`src/rtl/mem_ctrl.sv`:
```
// mem_ctrl: arbitrates fetch and load/store accesses onto a single byte-wide RAM
// port, sequencing each 1/2/4-byte access as consecutive one-byte RAM cycles.
//
// state | meaning
// IDLE  | arbitrate sampled requests, latch the granted operands
// IF_RD | fetch word read: issue byte addresses, capture returning bytes
// LS_RD | load read: same sequencing as IF_RD for 1/2/4 bytes
// LS_WR | store: one byte per cycle, holds while the IO sink is full
// DONE  | completion pulse on the registered outputs, then back to IDLE
module mem_ctrl #(
    parameter logic [1:0] IO_HI = 2'b11
) (
    input  logic        clk,
    input  logic        rst,
    input  logic        flush,
    input  logic        if_req,
    input  logic [31:0] if_addr,
    output logic        if_valid,
    output logic [31:0] if_data,
    input  logic        ls_req,
    input  logic        ls_we,
    input  logic [31:0] ls_addr,
    input  logic [31:0] ls_wdata,
    input  logic [3:0]  ls_sel,
    output logic        ls_ready,
    output logic [31:0] ls_rdata,
    input  logic        io_buffer_full,
    output logic [31:0] ram_a,
    output logic        ram_wr,
    output logic [7:0]  ram_dout,
    input  logic [7:0]  ram_din
);

    typedef enum logic [2:0] {
        IDLE  = 3'd0,
        IF_RD = 3'd1,
        LS_RD = 3'd2,
        LS_WR = 3'd3,
        DONE  = 3'd4
    } state_t;

    state_t      state;
    state_t      state_next;

    logic [1:0]  cnt;
    logic [1:0]  rcv;
    logic [2:0]  len;
    logic        last_ls;
    logic [31:0] base;
    logic [31:0] wdata;
    logic [31:0] asm_buf;
    logic        we;
    logic        iss_done;
    logic        cap_pend;
    logic        if_valid_q;
    logic        ls_ready_q;

    logic        grant_if;
    logic        grant_ls;
    logic        reading;
    logic        issuing;
    logic        capturing;
    logic        last_cap;
    logic        io_stall;
    logic [1:0]  len_m1;
    logic [2:0]  sel_len;
    logic [31:0] asm_next;

    // LSB wins a tie unless it was the last one served
    assign grant_ls  = !flush && ls_req && !(if_req && last_ls);
    assign grant_if  = !flush && if_req && !(ls_req && !last_ls);

    assign len_m1    = 2'(len - 3'd1);
    assign reading   = (state == IF_RD) || (state == LS_RD);
    assign issuing   = reading && !iss_done;
    assign capturing = reading && cap_pend;
    assign last_cap  = capturing && (rcv == len_m1);
    assign io_stall  = (state == LS_WR) && (base[17:16] == IO_HI) && io_buffer_full;

    always_comb begin
        case (ls_sel)
            4'b0001: sel_len = 3'd1;
            4'b0011: sel_len = 3'd2;
            default: sel_len = 3'd4;
        endcase
    end

    // ram_din carries the byte addressed in the previous cycle
    always_comb begin
        asm_next = asm_buf;
        if (capturing) begin
            asm_next[{rcv, 3'b000} +: 8] = ram_din;
        end
    end

    always_ff @(posedge clk or negedge rst) begin
        if (!rst) begin
            state <= IDLE;
        end else begin
            state <= state_next;
        end
    end

    always_comb begin
        state_next = state;
        case (state)
            IDLE: begin
                if (grant_ls) begin
                    state_next = ls_we ? LS_WR : LS_RD;
                end else if (grant_if) begin
                    state_next = IF_RD;
                end
            end
            IF_RD, LS_RD: begin
                if (flush) begin
                    state_next = IDLE;
                end else if (last_cap) begin
                    state_next = DONE;
                end
            end
            LS_WR: begin
                if (!io_stall && (cnt == len_m1)) begin
                    state_next = DONE;
                end
            end
            DONE:    state_next = IDLE;
            default: state_next = IDLE;
        endcase
    end

    always_ff @(posedge clk or negedge rst) begin
        if (!rst) begin
            cnt        <= 2'd0;
            rcv        <= 2'd0;
            len        <= 3'd0;
            last_ls    <= 1'b0;
            base       <= 32'd0;
            wdata      <= 32'd0;
            asm_buf    <= 32'd0;
            we         <= 1'b0;
            iss_done   <= 1'b0;
            cap_pend   <= 1'b0;
            if_valid_q <= 1'b0;
            ls_ready_q <= 1'b0;
            if_data    <= 32'd0;
            ls_rdata   <= 32'd0;
        end else begin
            if_valid_q <= 1'b0;
            ls_ready_q <= 1'b0;
            case (state)
                IDLE: begin
                    if (grant_ls || grant_if) begin
                        last_ls  <= grant_ls;
                        base     <= grant_ls ? ls_addr : if_addr;
                        wdata    <= ls_wdata;
                        len      <= grant_ls ? sel_len : 3'd4;
                        we       <= grant_ls && ls_we;
                        cnt      <= 2'd0;
                        rcv      <= 2'd0;
                        iss_done <= 1'b0;
                        cap_pend <= 1'b0;
                        asm_buf  <= 32'd0;
                    end
                end
                IF_RD, LS_RD: begin
                    cap_pend <= issuing;
                    if (issuing) begin
                        cnt <= cnt + 2'd1;
                        if (cnt == len_m1) begin
                            iss_done <= 1'b1;
                        end
                    end
                    if (capturing) begin
                        asm_buf <= asm_next;
                        rcv     <= rcv + 2'd1;
                    end
                    // the completion data is latched on the same edge as the last byte
                    if (last_cap && !flush) begin
                        if (state == IF_RD) begin
                            if_valid_q <= 1'b1;
                            if_data    <= asm_next;
                        end else begin
                            ls_ready_q <= 1'b1;
                            ls_rdata   <= asm_next;
                        end
                    end
                end
                LS_WR: begin
                    if (!io_stall) begin
                        cnt <= cnt + 2'd1;
                        if (cnt == len_m1) begin
                            ls_ready_q <= 1'b1;
                        end
                    end
                end
                default: ;
            endcase
        end
    end

    // a flush landing on the pulse cycle of a fetch or load kills the pulse
    always_comb begin
        ram_a    = 32'd0;
        ram_wr   = 1'b0;
        ram_dout = 8'd0;
        if (issuing) begin
            ram_a = base + {30'd0, cnt};
        end else if ((state == LS_WR) && !io_stall) begin
            ram_a    = base + {30'd0, cnt};
            ram_wr   = 1'b1;
            ram_dout = wdata[{cnt, 3'b000} +: 8];
        end
        if_valid = if_valid_q && !flush;
        ls_ready = ls_ready_q && !(flush && !we);
    end

endmodule

```
`config.mk`:
```
export PLATFORM = sky130hd
export DESIGN_NAME = mem_ctrl
export DESIGN_NICKNAME = d
export VERILOG_FILES = /design/src/rtl/mem_ctrl.sv
export SDC_FILE = /design/constraint.sdc
export NUM_CORES = 1
export LEC_CHECK = 0
export CORE_MARGIN = 4
export CORE_UTILIZATION = 43
export CTS_CLUSTER_SIZE = 8
export DETAILED_ROUTE_END_ITERATION = 8
export PLACE_DENSITY = 0.71
export SLEW_MARGIN = 20
export SYNTH_ARGS = -nofsm -noshare
export SYNTH_HDL_FRONTEND = slang
export SYNTH_SLANG_ARGS = --single-unit
```
`constraint.sdc`:
```
create_clock -name clk -period 2.2 [get_ports clk]
set_input_delay 0.22 -clock clk [delete_from_list [all_inputs] [get_ports clk]]
set_output_delay 0.22 -clock clk [all_outputs]
set_load 0.1 [all_outputs]
```
==> impl_results.md, run 1 <==
* Element type at the critical path start: flop
* CTS Buffer Depth at 2
* IO Port Bufs at 221
* Post-DR wirelength/cell at 18.6 um
* Arrival @ worst endpoint at 2.47 ns
* DP HPWL at 17,400 um
* Failing checks: setup timing
* Reg-to-reg endpoint: ls_rdata[21]
* Slowest-stage cell, CP: dfrtp_1
* Setup crit end kind: primary output
* Routability cong. at 0.836
* Vias/cell at 5.30
* Cell taking the most area after synthesis: dfrtp_1
* RSZ-0062 raised after global routing: yes
* Period utilisation layout at 122%
* Clock Latency Late Sink at 0.43 ns
* Post-synth EDFFs at 0
* Post-synthesis cell count at 762
* Syn_area_per_cell at 11.4 um^2
* Synth-to-Final Area Change at 53.1%
* CP Class: flop to primary output
* Largest net degree at the start of global routing at 59
* Least-Margin Pin Slew at 0.455 ns
* Worst Setup EP: ram_a[16]
* Post-synth top area share at 50.5%
* Layout cells sized above 1 at 40.8%
* Setup TNS Final at -9.66 ns
* FF-to-FF path depth at 8
* Antenna violations before repair at 0
* TritonCTS clock tree: done
* Final hold vios at 0
* Mapped cell area at 8680 um^2
* Max-slew violations at 0
* Vias at 6,938
* Seq/Total Area, Yosys at 50.5%
* Core ar. at 19,700 um^2
* CTS clk-pin slew, worst paths at 0.07 ns
* Most frequent cells in the layout: dfrtp_1 (171), buf_4 (128), clkdlybuf4s50_1 (113)
* Mapped Nets at 885
* Leakage at 0.00604 uW
* Router iterations before antenna repair at 5
* DR iter-0 viols at 331
* Beginning of the critical path: cnt[0]
* Num CTS Buffers at 17
* Remaining DRCs at 0
* Row cnt at 51
* Layout Nets at 1,154
* Routed Antenna Nets at 0
* Maximum VDD drop at 765 uV
* Vias in the first global route at 6,951
* Max H-tree Level at 4
* Yosys Warn Count at 0
* First-pass GRT wire length at 38,400 um
* Fin util at 67.6%
* Die area at 22,500 um^2
* GRT Overall Usage at 21.8%
* Main synth FF type: dfrtp_1
* Total clock sinks at 175
* Main area contributors after synthesis: dfrtp_1 (50%), mux2_2 (12%), a22o_1 (5.0%)
* Diodes inserted at 0
* Delay of the slowest critical-path stage at 0.39 ns
* Worst-path cell chain: ha_4 -> fa_2 -> and3_4 -> nand4_1 -> buf_6 -> or3_4 -> a21oi_4 -> buf_12
* FF+latch count, synth at 175
* Max Cap Viol at 0
* Crit Path Max Fanout at 6
* Setup violators final at 36
* Slew headroom at 69.2%
* Status: finished with violations
* Root buffer cell: clkbuf_16
* Min cycle time layout at 2.69 ns
* Die X-Extent at 150 um
* Worst Path Required at 1.98 ns
* Total grt overflow at 0
* Commonest non-fill, non-tap cell in the layout: dfrtp_1
* FF-to-FF Start: state[0]
* Starting Density at 44.2%
* Hold Crit Class: input pin to async pin
* Flop2flop setup slack at 0.15 ns
* Post-synthesis cell type count at 55
* IO Pins at 222
* Fmax at 0.371 GHz
* Detailed Route WL at 24,400 um
* Ys async rst share at 100%
* Power per cell area at 1310 nW/um^2
* Final WS setup at -0.493 ns
* Clk_skew at 0.0109 ns
* Die Span Y at 150 um
## per-layer routing
| metal | share of wire, % | vias up | track usage (%) |
|---|---|---|---|
| li1 | - | 3277 | - |
| met1 | 43 | 3474 | 28.9 |
| met2 | 50 | 163 | 36.2 |
| met3 | 5.0 | 24 | 4.63 |
| met4 | 1.5 | 0 | 6.36 |
| met5 | 0 | - | 0 |
## timing repair
action	in CTS	in global routing
gates resized for setup	55	25
hold buffers	1	0
endpoints found under the setup margin	40	61
cloned	3	0
endpoints found under the hold margin	42	0
pin swaps	33	24
buffers inserted	14	8
## flip-flops by register name (all words and copies together) (netlist names), 2 cells and up
| register | count |
|---|---|
| cnt | 2 |
| state | 3 |
| asm_buf | 32 |
| rcv | 2 |
| base | 32 |
| len | 2 |
| wdata | 32 |
| if_data | 32 |
| ls_rdata | 32 |
## layout make-up
| type | count | area, um^2 |
|---|---|---|
| Sequential cell | 175 | 4380 |
| Fill cell | 1483 | 6370 |
| Multi-Input combinational cell | 518 | 4630 |
| Timing Repair Buffer | 306 | 3300 |
| Tap cell | 265 | 332 |
| Clock buffer | 20 | 437 |
| Inverter | 13 | 48.8 |
| Clock inverter | 12 | 148 |
## where the power goes
| group | switching [uW] | internal (uW) |
|---|---|---|
| Combinational | 5640 | 3990 |
| Clock | 1340 | 1700 |
| Sequential | 664 | 4040 |
| Total | 7640 | 9730 |
## worst min-delay path by stage
stage               start    endpoint  slack (ns)  cells past startpoint
finish                rst   wdata[21]        0.30                      2
global route          rst    wdata[2]        0.34                      2
CTS                   rst   wdata[21]        0.30                      2
detailed placement    rst   wdata[21]        0.19                      1
global placement      rst   wdata[21]        0.19                      1
floorplan             rst  asm_buf[0]       -0.08                      0
## cells in the mapped netlist, types with 2 or more instances
master,instances
a22o_1,50
xor2_1,6
nor2_1,28
and3_1,15
o21ai_0,59
buf_2,26
mux4_2,8
ha_1,7
mux2_2,96
nor2b_1,8
buf_1,3
nand2b_1,5
a22o_4,2
xnor2_1,17
nor3b_1,3
nand4_1,7
mux2i_1,36
buf_6,5
nor4_1,6
nand2_1,83
nor3_1,10
and2_1,6
a32o_1,2
nand3_2,4
dfrtp_1,175
a21o_1,4
clkbuf_1,20
nand3_1,19
or3_1,5
a21oi_1,10
inv_1,13
## stage by stage
step	instances	worst slack [ns]	area (um^2)	power, uW	hold WS, ns
2_1_floorplan	762	-0.331	8980	10500	-0.0756
3_3_place_gp	1256	-0.0151	12100	13400	0.186
3_5_place_dp	1256	-0.0981	12100	13600	0.190
4_1_cts	1305	-0.494	13100	17300	0.304
5_1_grt	1309	-0.595	13300	18200	0.336
6_report	1309	-0.493	13300	17400	0.298
## critical path: cells and delay by family (launching register included)
kind                       cells  cell delay (ns)
DFF                            1             0.39
AOI/OAI and AO/OA              1             0.18
and+or+nand+nor                3             0.73
adders and majority gates      2             0.36
buffers and inverters          2             0.39
## kinds of logic (layout without fill, tap and decap cells)
logic type / after synthesis / in the layout / share of synthesized area, %
flip-flops: 175 / 175 / 50.5
adder cells (fa/ha/maj): 8 / 8 / 1.24
multiplexers: 140 / 140 / 18.7
buffers and inverters: 69 / 351 / 3.85
AND/OR/NAND/NOR: 209 / 209 / 12.3
AO/OA/AOI/OAI: 137 / 137 / 10.9
XOR/XNOR: 24 / 24 / 2.51
(Power assumes the default switching activity.)
==> inputs of run 2 (changes only) <==
--- a/config.mk
+++ b/config.mk
@@ -6,10 +6,11 @@
 export NUM_CORES = 1
 export LEC_CHECK = 0
 export CORE_MARGIN = 4
-export CORE_UTILIZATION = 43
+export CORE_UTILIZATION = 40
+export CTS_CLUSTER_DIAMETER = 200
 export CTS_CLUSTER_SIZE = 8
 export DETAILED_ROUTE_END_ITERATION = 8
-export PLACE_DENSITY = 0.71
+export PLACE_DENSITY = 0.67
 export SLEW_MARGIN = 20
 export SYNTH_ARGS = -nofsm -noshare
 export SYNTH_HDL_FRONTEND = slang
==> run 2 against run 1 <==
- the flow still finishes with violations (setup timing)
- final cell count is 1.1% higher
- maximum frequency hardly changed
- first-iteration DRC count is 15% higher
- power is 0.96% lower
- clock skew is 0.0021 ns higher
==> impl_results.md, run 2 (synthesis results as in run 1) <==
* Vias/cell at 5.24 (-1.2%)
* Power per cell area at 1290 nW/um^2 (-1.3%)
* Maximum VDD drop at 604 uV (-21%)
* Placed instance area at 12,200 um^2 (+0.74%)
* Max Cap Viol at 0 (unchanged)
* Hold WS at 0.287 ns (-0.0110 ns)
* Storage element area at 4380 um^2 (about the same)
* Clk_skew at 0.0131 ns (+0.00214 ns)
* Worst Path Required at 1.98 ns (about the same)
* Setup violators final at 30 (-17%)
* Reg-to-reg endpoint: if_data[28]
* Final hold vios at 0 (unchanged)
* Synth-to-Final Area Change at 53.6%
* Layout Nets at 1,158 (+0.35%)
* Die X-Extent at 155 um (+3.5%)
* Max-slew violations at 0 (unchanged)
* Starting Density at 41.0% (-3.1 points)
* IO Port Bufs at 221 (unchanged)
* Final Power at 17,200 uW (-0.96%)
* Vias in the first global route at 7,100 (+2.1%)
* Setup crit end kind: primary output
* CP Class: flop to primary output
* Fill count at 1,650 (+11%)
* Leakage at 0.00605 uW (+0.24%)
* Failing checks: setup timing
* Routability cong. at 0.841 (+0.56%)
* TritonCTS clock tree: done
* Commonest non-fill, non-tap cell in the layout: dfrtp_1
* Period utilisation layout at 122% (about the same)
* Total clock sinks at 175 (unchanged)
* Diodes inserted at 0 (unchanged)
* Least-Margin Pin Slew at 0.491 ns (+0.0365 ns)
* Die Span Y at 155 um (+3.5%)
* Detailed Route WL at 24,700 um (+1.2%)
* FF-to-FF path depth at 6 (-2)
* Core ar. at 21,200 um^2 (+7.6%)
* Arrival @ worst endpoint at 2.47 ns (about the same)
* Total grt overflow at 0 (unchanged)
* Remaining DRCs at 0 (unchanged)
* RSZ-0062 raised after global routing: yes
* Max H-tree Level at 4 (unchanged)
* Die area at 24,100 um^2 (+7.1%)
* CTS clk-pin slew, worst paths at 0.08 ns (about the same)
* Element type at the critical path start: flop
* FF-to-FF Start: rcv[1]
* Num CTS Buffers at 17 (unchanged)
* Root buffer cell: clkbuf_16
* Antenna violations before repair at 0 (unchanged)
* Fmax at 0.371 GHz (about the same)
* Final WS setup at -0.493 ns (+0.0000340 ns)
* Hold Crit Class: input pin to async pin
* Layout cells sized above 1 at 40.9% (+0.13 points)
* Area taken by multi-input logic gates at 4620 um^2 (-0.22%)
* DR iter-0 viols at 380 (+15%)
* Crit Path Max Fanout at 7 (+1)
* Routed Antenna Nets at 0 (unchanged)
* Status: finished with violations
* DP HPWL at 17,800 um (+2.4%)
* Min cycle time layout at 2.69 ns (-0.0000340 ns)
* Post-DR wirelength/cell at 18.7 um (+0.13%)
* Router iterations before antenna repair at 5 (unchanged)
* CTS Buffer Depth at 2 (unchanged)
* GRT Overall Usage at 20.6% (-1.2 points)
* Flop2flop setup slack at 0.14 ns (about the same)
* Design Area, Final at 13,300 um^2 (+0.31%)
* First-pass GRT wire length at 39,200 um (+1.9%)
* Row cnt at 53 (+3.9%)
* Slew headroom at 66.7% (-2.5 points)
* IO Pins at 222 (unchanged)
* Vias at 6,928 (-0.14%)
* Clock Latency Late Sink at 0.43 ns (about the same)
* Most frequent cells in the layout: dfrtp_1 (172), buf_4 (130), clkdlybuf4s50_1 (113)
* Largest net degree at the start of global routing at 50 (-15%)
-- run 2: cell count changes in the layout (fill, tap and decap cells not counted), sizes merged --
cell      before  now
bufinv         2    0
buf          192  196
clkbuf        20   18
clkinvlp       3    2
clkinv         2    7
-- run 2: worst max path at each step --
stage	startpoint	end	slack, ns	cells after the start
floorplan	cnt[0]	ram_a[16]	-0.33	7
global placement	cnt[0]	ram_a[26]	-0.009	9
detailed placement	cnt[0]	ram_a[18]	-0.05	9
CTS	base[0]	ram_a[12]	-0.49	8
global route	base[0]	ram_a[26]	-0.64	9
finish	base[0]	ram_a[20]	-0.49	9
-- run 2: final cells by class --
cell class	instances	share of cell area, %
flip-flops and latches	175	32.9
well taps	275	2.58
inverters	13	0.366
clock inverters	14	1.10
clock buffers	18	3.30
multi-input cells	518	34.7
repair buffers	310	25.1
-- run 2: metal layers --
metal / vias to the layer above / GRT usage [%] / routed length, um
met3: 18 / 4.06 / 1210
met4: 0 / 5.00 / 280
li1: 3282 / - / -
met5: - / 0 / 0
met1: 3453 / 27.7 / 10800
met2: 175 / 34.5 / 12400
-- run 2: per-stage QoR --
step	setup TNS [ns]	setup slack [ns]	instances	util (%)
finish	-10.06	-0.493	1323	63.0
global route	-14.20	-0.635	1323	63.0
CTS	-9.72	-0.486	1319	62.2
detailed placement	-0.255	-0.0506	1273	57.7
floorplan	-3.37	-0.331	762	-
global placement	-0.0327	-0.00925	1273	57.7
-- run 2: timing repair --
item	CTS	global route
gates resized for setup	51	27
setup endpoints to repair	40	62
hold buffers	1	0
setup buffers	11	6
hold endpoints to repair	42	0
pin swaps	25	24
cloned	2	0
-- run 2: power breakdown --
part	switching (uW)	internal [uW]	total, uW
clock	1420	1540	2950
combinational	5620	3970	9590
sequential	627	4030	4660
-- run 2: worst max-delay path, cell delays in order (launching register included) --
cell,delay (ns)
dfrtp_1,0.39
ha_2,0.21
fa_2,0.34
and3_4,0.20
nand4_1,0.17
buf_6,0.19
nor4_2,0.06
xnor2_1,0.27
nor2_4,0.06
buf_12,0.17
